## config.mk

```make
export PLATFORM = sky130hd
export DESIGN_NAME = irq_prio_arbiter
export DESIGN_NICKNAME = d
export VERILOG_FILES = /design/src/rtl/irq_prio_arbiter.sv
export SDC_FILE = /design/constraint.sdc
export NUM_CORES = 1
export LEC_CHECK = 0
export BUFFER_PORTS_ARGS = -buffer_cell sky130_fd_sc_hd__buf_2
export CORE_ASPECT_RATIO = 0.7
export CORE_MARGIN = 8
export CORE_UTILIZATION = 25
export DETAILED_ROUTE_END_ITERATION = 8
export PLACE_DENSITY = 0.54
export SLEW_MARGIN = 20
export SYNTH_ARGS = -nofsm -noshare
export SYNTH_HDL_FRONTEND = slang
export SYNTH_SLANG_ARGS = --single-unit
export TNS_END_PERCENT = 50
```

## constraint.sdc

```tcl
create_clock -name clk -period 4.1 [get_ports clk]
set_input_delay 1.23 -clock clk [delete_from_list [all_inputs] [get_ports clk]]
set_output_delay 1.23 -clock clk [all_outputs]
set_load 0.1 [all_outputs]
```

## src/rtl/irq_prio_arbiter.sv

```systemverilog
`default_nettype none
// ============================================================================
// Module   : irq_prio_arbiter
// Purpose  : Latches, masks and fixed-priority arbitrates peripheral IRQs for
//            the RV32 trap logic; tracks one in-service interrupt until MRET.
//            Optional IRQ_LATENCY_CNT_EN adds a request-to-ack latency counter.
// Revision : 1.0 - initial release
// ============================================================================
module irq_prio_arbiter #(
    parameter int NUM_IRQ  = 8,
    parameter int IRQ_BASE = 16
) (
    input  logic               clk,
    input  logic               rst,
    input  logic [NUM_IRQ-1:0] irq_src,
    input  logic [1:0]         reg_addr,
    input  logic [15:0]        reg_wdata,
    input  logic               reg_wen,
    output logic [15:0]        reg_rdata,
    output logic               irq_req,
    output logic [4:0]         irq_id,
    input  logic               irq_ack,
    input  logic               irq_done
);

    localparam logic [1:0] c_ADDR_ENABLE  = 2'd0;
    localparam logic [1:0] c_ADDR_PENDING = 2'd1;
    localparam logic [1:0] c_ADDR_EDGE    = 2'd2;
    localparam logic [1:0] c_ADDR_STATUS  = 2'd3;

    localparam logic [1:0] c_ST_IDLE    = 2'd0;
    localparam logic [1:0] c_ST_REQ     = 2'd1;
    localparam logic [1:0] c_ST_SERVICE = 2'd2;

    localparam logic [4:0] c_IRQ_BASE = IRQ_BASE[4:0];

    logic [NUM_IRQ-1:0] r_enable;
    logic [NUM_IRQ-1:0] r_edge;
    logic [NUM_IRQ-1:0] r_pending;
    logic [NUM_IRQ-1:0] r_src_d;
    logic [NUM_IRQ-1:0] r_req_oh;
    logic [1:0]         r_state;
    logic               r_irq_req;
    logic [4:0]         r_irq_id;
    logic [4:0]         r_act_id;

    logic [NUM_IRQ-1:0] w_cand;
    logic [NUM_IRQ-1:0] w_win_oh;
    logic [3:0]         w_win_idx;
    logic [NUM_IRQ-1:0] w_rise;
    logic [NUM_IRQ-1:0] w_w1c;
    logic [NUM_IRQ-1:0] w_pending_nxt;
    logic [15:0]        w_status;
    logic               w_unused;

    assign w_cand   = r_pending & r_enable;
    assign w_win_oh = w_cand & (~w_cand + NUM_IRQ'(1));
    assign w_rise   = irq_src & ~r_src_d;
    assign w_w1c    = (reg_wen && reg_addr == c_ADDR_PENDING) ? reg_wdata[NUM_IRQ-1:0] : '0;
    // A fresh edge overrides a simultaneous W1C; level bits just follow the source.
    assign w_pending_nxt = (r_edge & ((r_pending & ~w_w1c) | w_rise)) | (~r_edge & irq_src);
    assign w_status = {r_state == c_ST_SERVICE, r_irq_req, 9'b0, r_act_id};
    assign w_unused = ^reg_wdata;

    always_comb begin
        w_win_idx = '0;
        for (int i = NUM_IRQ - 1; i >= 0; i--) begin
            if (w_cand[i]) w_win_idx = 4'(i);
        end
    end

    always_ff @(posedge clk) begin
        if (rst) begin
            r_enable  <= '0;
            r_edge    <= '0;
            r_pending <= '0;
            r_src_d   <= '0;
            r_req_oh  <= '0;
            r_state   <= c_ST_IDLE;
            r_irq_req <= 1'b0;
            r_irq_id  <= '0;
            r_act_id  <= '0;
        end else begin
            r_src_d   <= irq_src;
            r_pending <= w_pending_nxt;
            if (reg_wen && reg_addr == c_ADDR_ENABLE) r_enable <= reg_wdata[NUM_IRQ-1:0];
            if (reg_wen && reg_addr == c_ADDR_EDGE)   r_edge   <= reg_wdata[NUM_IRQ-1:0];
            case (r_state)
                c_ST_IDLE: begin
                    if (|w_cand) begin
                        r_state   <= c_ST_REQ;
                        r_irq_req <= 1'b1;
                        r_irq_id  <= c_IRQ_BASE + {1'b0, w_win_idx};
                        r_req_oh  <= w_win_oh;
                    end
                end
                c_ST_REQ: begin
                    // The ack takes precedence over a winner that is withdrawn in the same cycle.
                    if (irq_ack) begin
                        r_state   <= c_ST_SERVICE;
                        r_irq_req <= 1'b0;
                        r_act_id  <= r_irq_id;
                    end else if (!(|(w_cand & r_req_oh))) begin
                        r_state   <= c_ST_IDLE;
                        r_irq_req <= 1'b0;
                    end
                end
                c_ST_SERVICE: begin
                    if (irq_done) begin
                        r_state  <= c_ST_IDLE;
                        r_act_id <= '0;
                    end
                end
                default: begin
                    r_state   <= c_ST_IDLE;
                    r_irq_req <= 1'b0;
                end
            endcase
        end
    end

`ifdef IRQ_LATENCY_CNT_EN
    logic [15:0] r_lat_cnt;
    logic        r_lat_view;

    always_ff @(posedge clk) begin
        if (rst) begin
            r_lat_cnt  <= '0;
            r_lat_view <= 1'b0;
        end else begin
            if (r_state == c_ST_IDLE && |w_cand) begin
                r_lat_cnt <= '0;
            end else if (r_state == c_ST_REQ && !irq_ack && r_lat_cnt != 16'hFFFF) begin
                r_lat_cnt <= r_lat_cnt + 16'd1;
            end
            if (reg_wen && reg_addr == c_ADDR_STATUS) r_lat_view <= reg_wdata[0];
        end
    end
`endif

    always_comb begin
        reg_rdata = '0;
        case (reg_addr)
            c_ADDR_ENABLE:  reg_rdata = 16'(r_enable);
            c_ADDR_PENDING: reg_rdata = 16'(r_pending);
            c_ADDR_EDGE:    reg_rdata = 16'(r_edge);
            default: begin
`ifdef IRQ_LATENCY_CNT_EN
                reg_rdata = r_lat_view ? r_lat_cnt : w_status;
`else
                reg_rdata = w_status;
`endif
            end
        endcase
    end

    assign irq_req = r_irq_req;
    assign irq_id  = r_irq_id;

endmodule
`default_nettype wire

```

==> flow_metrics.tcl, run 1 <==
set metrics [dict create \
    synth.most_common_cell "dfxtp_1" \
    grt_max_degree 52 \
    cap_violations 0 \
    io_pins 53 \
    slew_headroom 0.374 \
    grt_overflow 0 \
    regToRegSetupSlack_ns 2.39 \
    fin_skew_ns 0.00428 \
    cts_buffers 5 \
    tightest_slew_ns 0.939 \
    synth-seq-cells 51 \
    core_mm2 0.00896 \
    clk_pin_slew_ns 0.06 \
    cts_buffer_depth 2 \
    die_area_mm2 0.0125 \
    postRouteAntennaNets 0 \
    r2r-end "irq_id[0]" \
    timing.rr.start "r_pending[2]" \
    netlist_area_mm2 0.00227 \
    r2r_cells 5 \
    whs_ns 0.454 \
    setup_viol_count_final 0 \
    period_share 0.879 \
    crit_fanout 9 \
    synthMuxAreaShare 0.0924 \
    yosysUniqueCellTypes 37 \
    synth_xor_area_frac 0 \
    fmax_ghz 0.277 \
    die_x_um 130 \
    grt_pass1_wl_um 9690 \
    synth_fa_ha_area_frac 0 \
    syn_avg_cell_area_um2 8.72 \
    cts-resized-gates 0 \
    clockRootBuffer "clkbuf_16" \
    grt_pass1_vias 1877 \
    cp.required_ns 2.87 \
    vias 1957 \
    drt-met1-wl_um 3050 \
    multi_input_area_mm2 0.00116 \
    antenna_found_initial 0 \
    cts_setup_buffers 0 \
    peakVddDrop_v 0.000153 \
    crit_path_end_kind "primary output" \
    yosysTopAreaCell "dfxtp_1" \
    hp-class "flip-flop to flip-flop" \
    hold_buffers 0 \
    grt_usage 0.0995 \
    drc 0 \
    ctsHtreeMaxLevel 2 \
    synth_compound_area_frac 0.179 \
    place_hpwl_um 4450 \
    clock_latency_ns 0.29 \
    yosysSeqAreaShare 0.449 \
    async_flop_share 0 \
    synthSimpleGateAreaFrac 0.222 \
    synthCells 261 \
    cp-startpoint "reg_addr[0]" \
    start_kind "primary input" \
    cp-endpoint "reg_rdata[4]" \
    dominantRegCellSynth "dfxtp_1" \
    synth_top_family_by_area "simple AND/OR/NAND/NOR gates" \
    routabilityCongestion 0.785 \
    grt_setup_unrepaired "false" \
    start_util 0.254 \
    rows 29 \
    ys_top_cells_by_count "51 x dfxtp_1, 43 x nand2_1, 23 x a21oi_1, 23 x nor2_1, 12 x mux2i_1" \
    arrival_ns 2.37 \
    yosys-top-cells-area "dfxtp_1 45%, nand2_1 7.1%, mux2i_1 5.3%" \
    worstHoldStart "r_req_oh[5]" \
    die_h_um 95.8 \
    insertedDiodeCount 0 \
    top_layer_used "met4" \
    critPathKind "primary input to primary output" \
    drt-pass1-iter-count 4 \
    nets 325 \
    hold_viol_final 0 \
    syn_to_final_growth_pct 21.8 \
    p_leak_nw 1.11 \
    drv_slew 0 \
    fin_setup_tns_ns 0 \
    synth_edf_count 0 \
    yosysWarnings 0 \
    wl_um 5930 \
    wire_per_inst_um 14.1 \
    via_per_inst 4.67 \
    drive_gt1_frac 0.190 \
    io_buffers 37 \
    wl_met3_um 311 \
    first_iter_violations 156 \
    fill_cells 966 \
    synth_top_area_frac 0.449 \
    cts.sinks 51 \
    p_per_area_mw_per_mm2 412 \
    wl_met2_um 2510 \
    fin_crit_ns 3.60 \
    regArea_mm2 0.00102 \
    outcome "finished clean" \
    cts_tree "built" \
]
worst max-delay path, stage by stage:
cell and delay [ns]:
buf_2 0.26, mux4_2 0.56, buf_2 0.31
power breakdown:
part	internal, W	leakage [nW]	switching, W
Clock	0.000260	0.0772	0.000175
Sequential	0.000514	0.417	0.0000164
Combinational	0.0000456	0.614	0.000132
kinds of logic after synthesis:
family | Yosys count
buf+inv | 23
simple gates | 107
other cells | 1
mux | 16
flops | 51
compound gates | 63
worst min-delay path by stage:
| stage | end | slack (ns) | cells after the start |
|---|---|---|---|
| after global routing | r_req_oh[5] | 0.49 | 2 |
| after CTS | r_req_oh[6] | 0.46 | 2 |
| after floorplan | r_req_oh[6] | 0.43 | 2 |
| final | r_req_oh[5] | 0.45 | 2 |
| after detailed placement | r_req_oh[6] | 0.45 | 2 |
| after global placement | r_req_oh[5] | 0.44 | 2 |
cells in the final DEF (no fill, tap or decap), drive strengths merged, types with 8 or more instances in the layout:
| cell | n |
|---|---|
| mux2i | 12 |
| a21oi | 23 |
| a21o | 9 |
| dfxtp | 51 |
| nand3 | 10 |
| nor2 | 23 |
| buf | 41 |
| a211oi | 8 |
| clkbuf | 8 |
| nand2 | 43 |
| nor2b | 9 |
per-layer routing:
layer	GRT usage	vias up
li1	-	975
met1	0.137	935
met2	0.147	39
met3	0.0293	8
met4	0.0289	0
met5	0	-
metrics by stage:
stage               setup WS (ns)  std cells   util  instance area, µm²  power (W)
floorplan                 -0.0456        267      -                2300   0.000680
global placement            0.489        411  0.292                2620   0.000718
detailed placement          0.497        411  0.292                2620   0.000720
CTS                         0.484        419  0.309                2770    0.00116
global route                0.375        419  0.309                2770    0.00120
finish                      0.496        419  0.309                2770    0.00114
layout make-up:
class | count | area share
clock buffer | 8 | 0.0564
inverter | 2 | 0.00271
multi-input combinational | 193 | 0.417
sequential | 51 | 0.368
tap | 124 | 0.0560
timing repair buffer | 41 | 0.0993
registers in the layout, summed over array words and instances, names as in the netlist:
signal / cells
r_edge: 8
r_enable: 8
r_pending: 8
irq_id: 4
r_req_oh: 8
r_src_d: 8
irq_req: 1
r_state: 2
r_act_id: 4
Power figures use the tool's default switching activity.
==> inputs of run 2 (changes only) <==
- ABC_AREA: unset -> 1
==> flow_metrics.tcl, run 2 <==
set metrics [dict create \
    crit_path_end_kind "primary output" \
    via_per_inst 4.26 \
    cts-resized-gates 0 \
    die_x_um 132 \
    drt-pass1-iter-count 4 \
    async_flop_share 0 \
    slew_headroom 0.620 \
    wire_per_inst_um 12.4 \
    timing.rr.start "r_pending[7]" \
    antenna_found_initial 0 \
    drc 0 \
    synth_top_area_frac 0.436 \
    grt_pass1_wl_um 10100 \
    finalNonFillerCells 481 \
    fin_crit_ns 3.70 \
    hold_viol_final 0 \
    p_per_area_mw_per_mm2 447 \
    first_iter_violations 112 \
    cp.required_ns 2.87 \
    grt_usage 0.0965 \
    synth-seq-cells 51 \
    vias 2049 \
    p_switching_w 0.000387 \
    arrival_ns 2.47 \
    peakVddDrop_v 0.000159 \
    hp-class "flip-flop to flip-flop" \
    final_common_cell "nand2_1" \
    cts_tree "built" \
    whs_ns 0.463 \
    clock_latency_ns 0.30 \
    crit_fanout 8 \
    yosysUniqueCellTypes 26 \
    nets 387 \
    hold_buffers 0 \
    start_util 0.258 \
    rows 29 \
    clk_pin_slew_ns 0.07 \
    tightest_slew_ns 0.569 \
    syn_to_final_growth_pct 18.7 \
    grt_max_degree 33 \
    ctsHtreeMaxLevel 2 \
    io_pins 53 \
    yosysTopAreaCell "dfxtp_1" \
    fin_skew_ns 0.00671 \
    period_share 0.902 \
    yosysSeqAreaShare 0.436 \
    slowest_stage "buf_2" \
    io_buffers 37 \
    setup_viol_count_final 0 \
    regToRegSetupSlack_ns 2.71 \
    clockRootBuffer "clkbuf_16" \
    core_mm2 0.00907 \
    die_area_mm2 0.0128 \
    place_hpwl_um 4530 \
    cts_buffer_depth 2 \
    p_int_w 0.000857 \
    syn_avg_cell_area_um2 7.32 \
    ys_top_cells_by_count "71 x nand2_1, 51 x dfxtp_1, 42 x inv_1" \
    crit_chain "buf_2 > inv_1 > nor2_2 > inv_1 > o2111ai_1 > buf_2" \
    routabilityCongestion 0.779 \
    synth_edf_count 0 \
    power_frac_seq 0.437 \
    final_cell_mix "71 x nand2_1, 51 x dfxtp_1, 42 x inv_1" \
    outcome "finished clean" \
    cts_buffers 5 \
    p_leak_nw 1.25 \
    cpPeakStageDelay_ns 0.47 \
    fin_setup_tns_ns 0 \
    r2r_cells 8 \
    hold_path_depth 2 \
    cts_setup_buffers 0 \
    clockPowerShare 0.393 \
    drv_slew 0 \
    synth.most_common_cell "nand2_1" \
    grt_pass1_vias 2080 \
    worstHoldStart "r_act_id[4]" \
    synthCells 320 \
    holdPathEnd "r_act_id[4]" \
    dominantRegCellSynth "dfxtp_1" \
    fin_util 0.306 \
    yosysWarnings 0 \
    start_kind "primary input" \
    r2r-end "r_req_oh[3]" \
    grt_overflow 0 \
    drive_gt1_frac 0.199 \
    switching_share 0.311 \
    critPathKind "primary input to primary output" \
    wl_um 5950 \
    cap_violations 0 \
    dp.cells 473 \
    combPwrFrac 0.171 \
    grt_setup_unrepaired "false" \
    fmax_ghz 0.270 \
    yosys-top-cells-area "dfxtp_1 44%, nand2_1 11%, a21oi_1 6.8%" \
    die_h_um 97.0 \
    netlist_area_mm2 0.00234 \
    cts.sinks 51 \
    insertedDiodeCount 0 \
    postRouteAntennaNets 0 \
]
run 2: cell types whose count changed in the layout (fill, tap and decap cells not counted), sizes merged, moves of 5 or more:
cell and delta:
o211ai +12, nand2 +43, nor2 +7, a22oi -7, a21o -9, a211oi -8
nor2b -9, a21oi +10, mux2i -12, inv +43, o21ai +25, and2 -5
run 2: how the worst max path moves through the flow:
| stage | startpoint | to | depth (start not counted) |
|---|---|---|---|
| after floorplan | reg_addr[1] | reg_rdata[0] | 4 |
| after global placement | reg_addr[1] | reg_rdata[0] | 6 |
| after detailed placement | reg_addr[1] | reg_rdata[4] | 6 |
| after CTS | reg_addr[1] | reg_rdata[4] | 6 |
| after global routing | reg_addr[1] | reg_rdata[4] | 6 |
| final | reg_addr[1] | reg_rdata[4] | 6 |
run 2: routing by layer:
metal / vias to the layer above / GRT usage / routed length, µm
met5: - / 0 / 0
met4: 0 / 0.0281 / 65
met3: 8 / 0.0310 / 271
met2: 38 / 0.141 / 2400
met1: 909 / 0.132 / 3210
li1: 1094 / - / -
run 2: cell families after synthesis:
group	share of synthesized area
buffers and inverters	0.115
AO/OA/AOI/OAI	0.197
other	0.00160
AND/OR/NAND/NOR	0.251
flip-flops	0.436
run 2: cell type report:
type / instances / area, µm²
clock inverters: 3 / 46.3
well taps: 124 / 155
clock buffers: 5 / 125
flip-flops and latches: 51 / 1020
inverters: 44 / 165
fillers: 1010 / 6290
repair buffers: 38 / 193
multi-input cells: 216 / 1070
run 2: metrics by stage:
step / setup WS [ns] / power, W / instance area (µm²)
final: 0.403 / 0.00124 / 2780
after global routing: 0.296 / 0.00130 / 2780
after CTS: 0.388 / 0.00125 / 2780
after detailed placement: 0.386 / 0.000767 / 2610
after global placement: 0.394 / 0.000766 / 2610
after floorplan: -0.145 / 0.000728 / 2360
run 2: critical path: cells and delay by family:
| family | cells | cell delay, ns |
|---|---|---|
| compound gates | 1 | 0.26 |
| buf+inv | 4 | 0.86 |
| simple gates | 1 | 0.11 |
run 2: power groups by stage:
| stage | registers, W | logic (W) | clock network [W] |
|---|---|---|---|
| 4_1_cts | 0.000543 | 0.000214 | 0.000495 |
| 5_1_grt | 0.000547 | 0.000230 | 0.000520 |
| 6_report | 0.000543 | 0.000212 | 0.000488 |
| 3_5_place_dp | 0.000554 | 0.000213 | 0 |
| 2_1_floorplan | 0.000576 | 0.000152 | 0 |
| 3_3_place_gp | 0.000554 | 0.000212 | 0 |
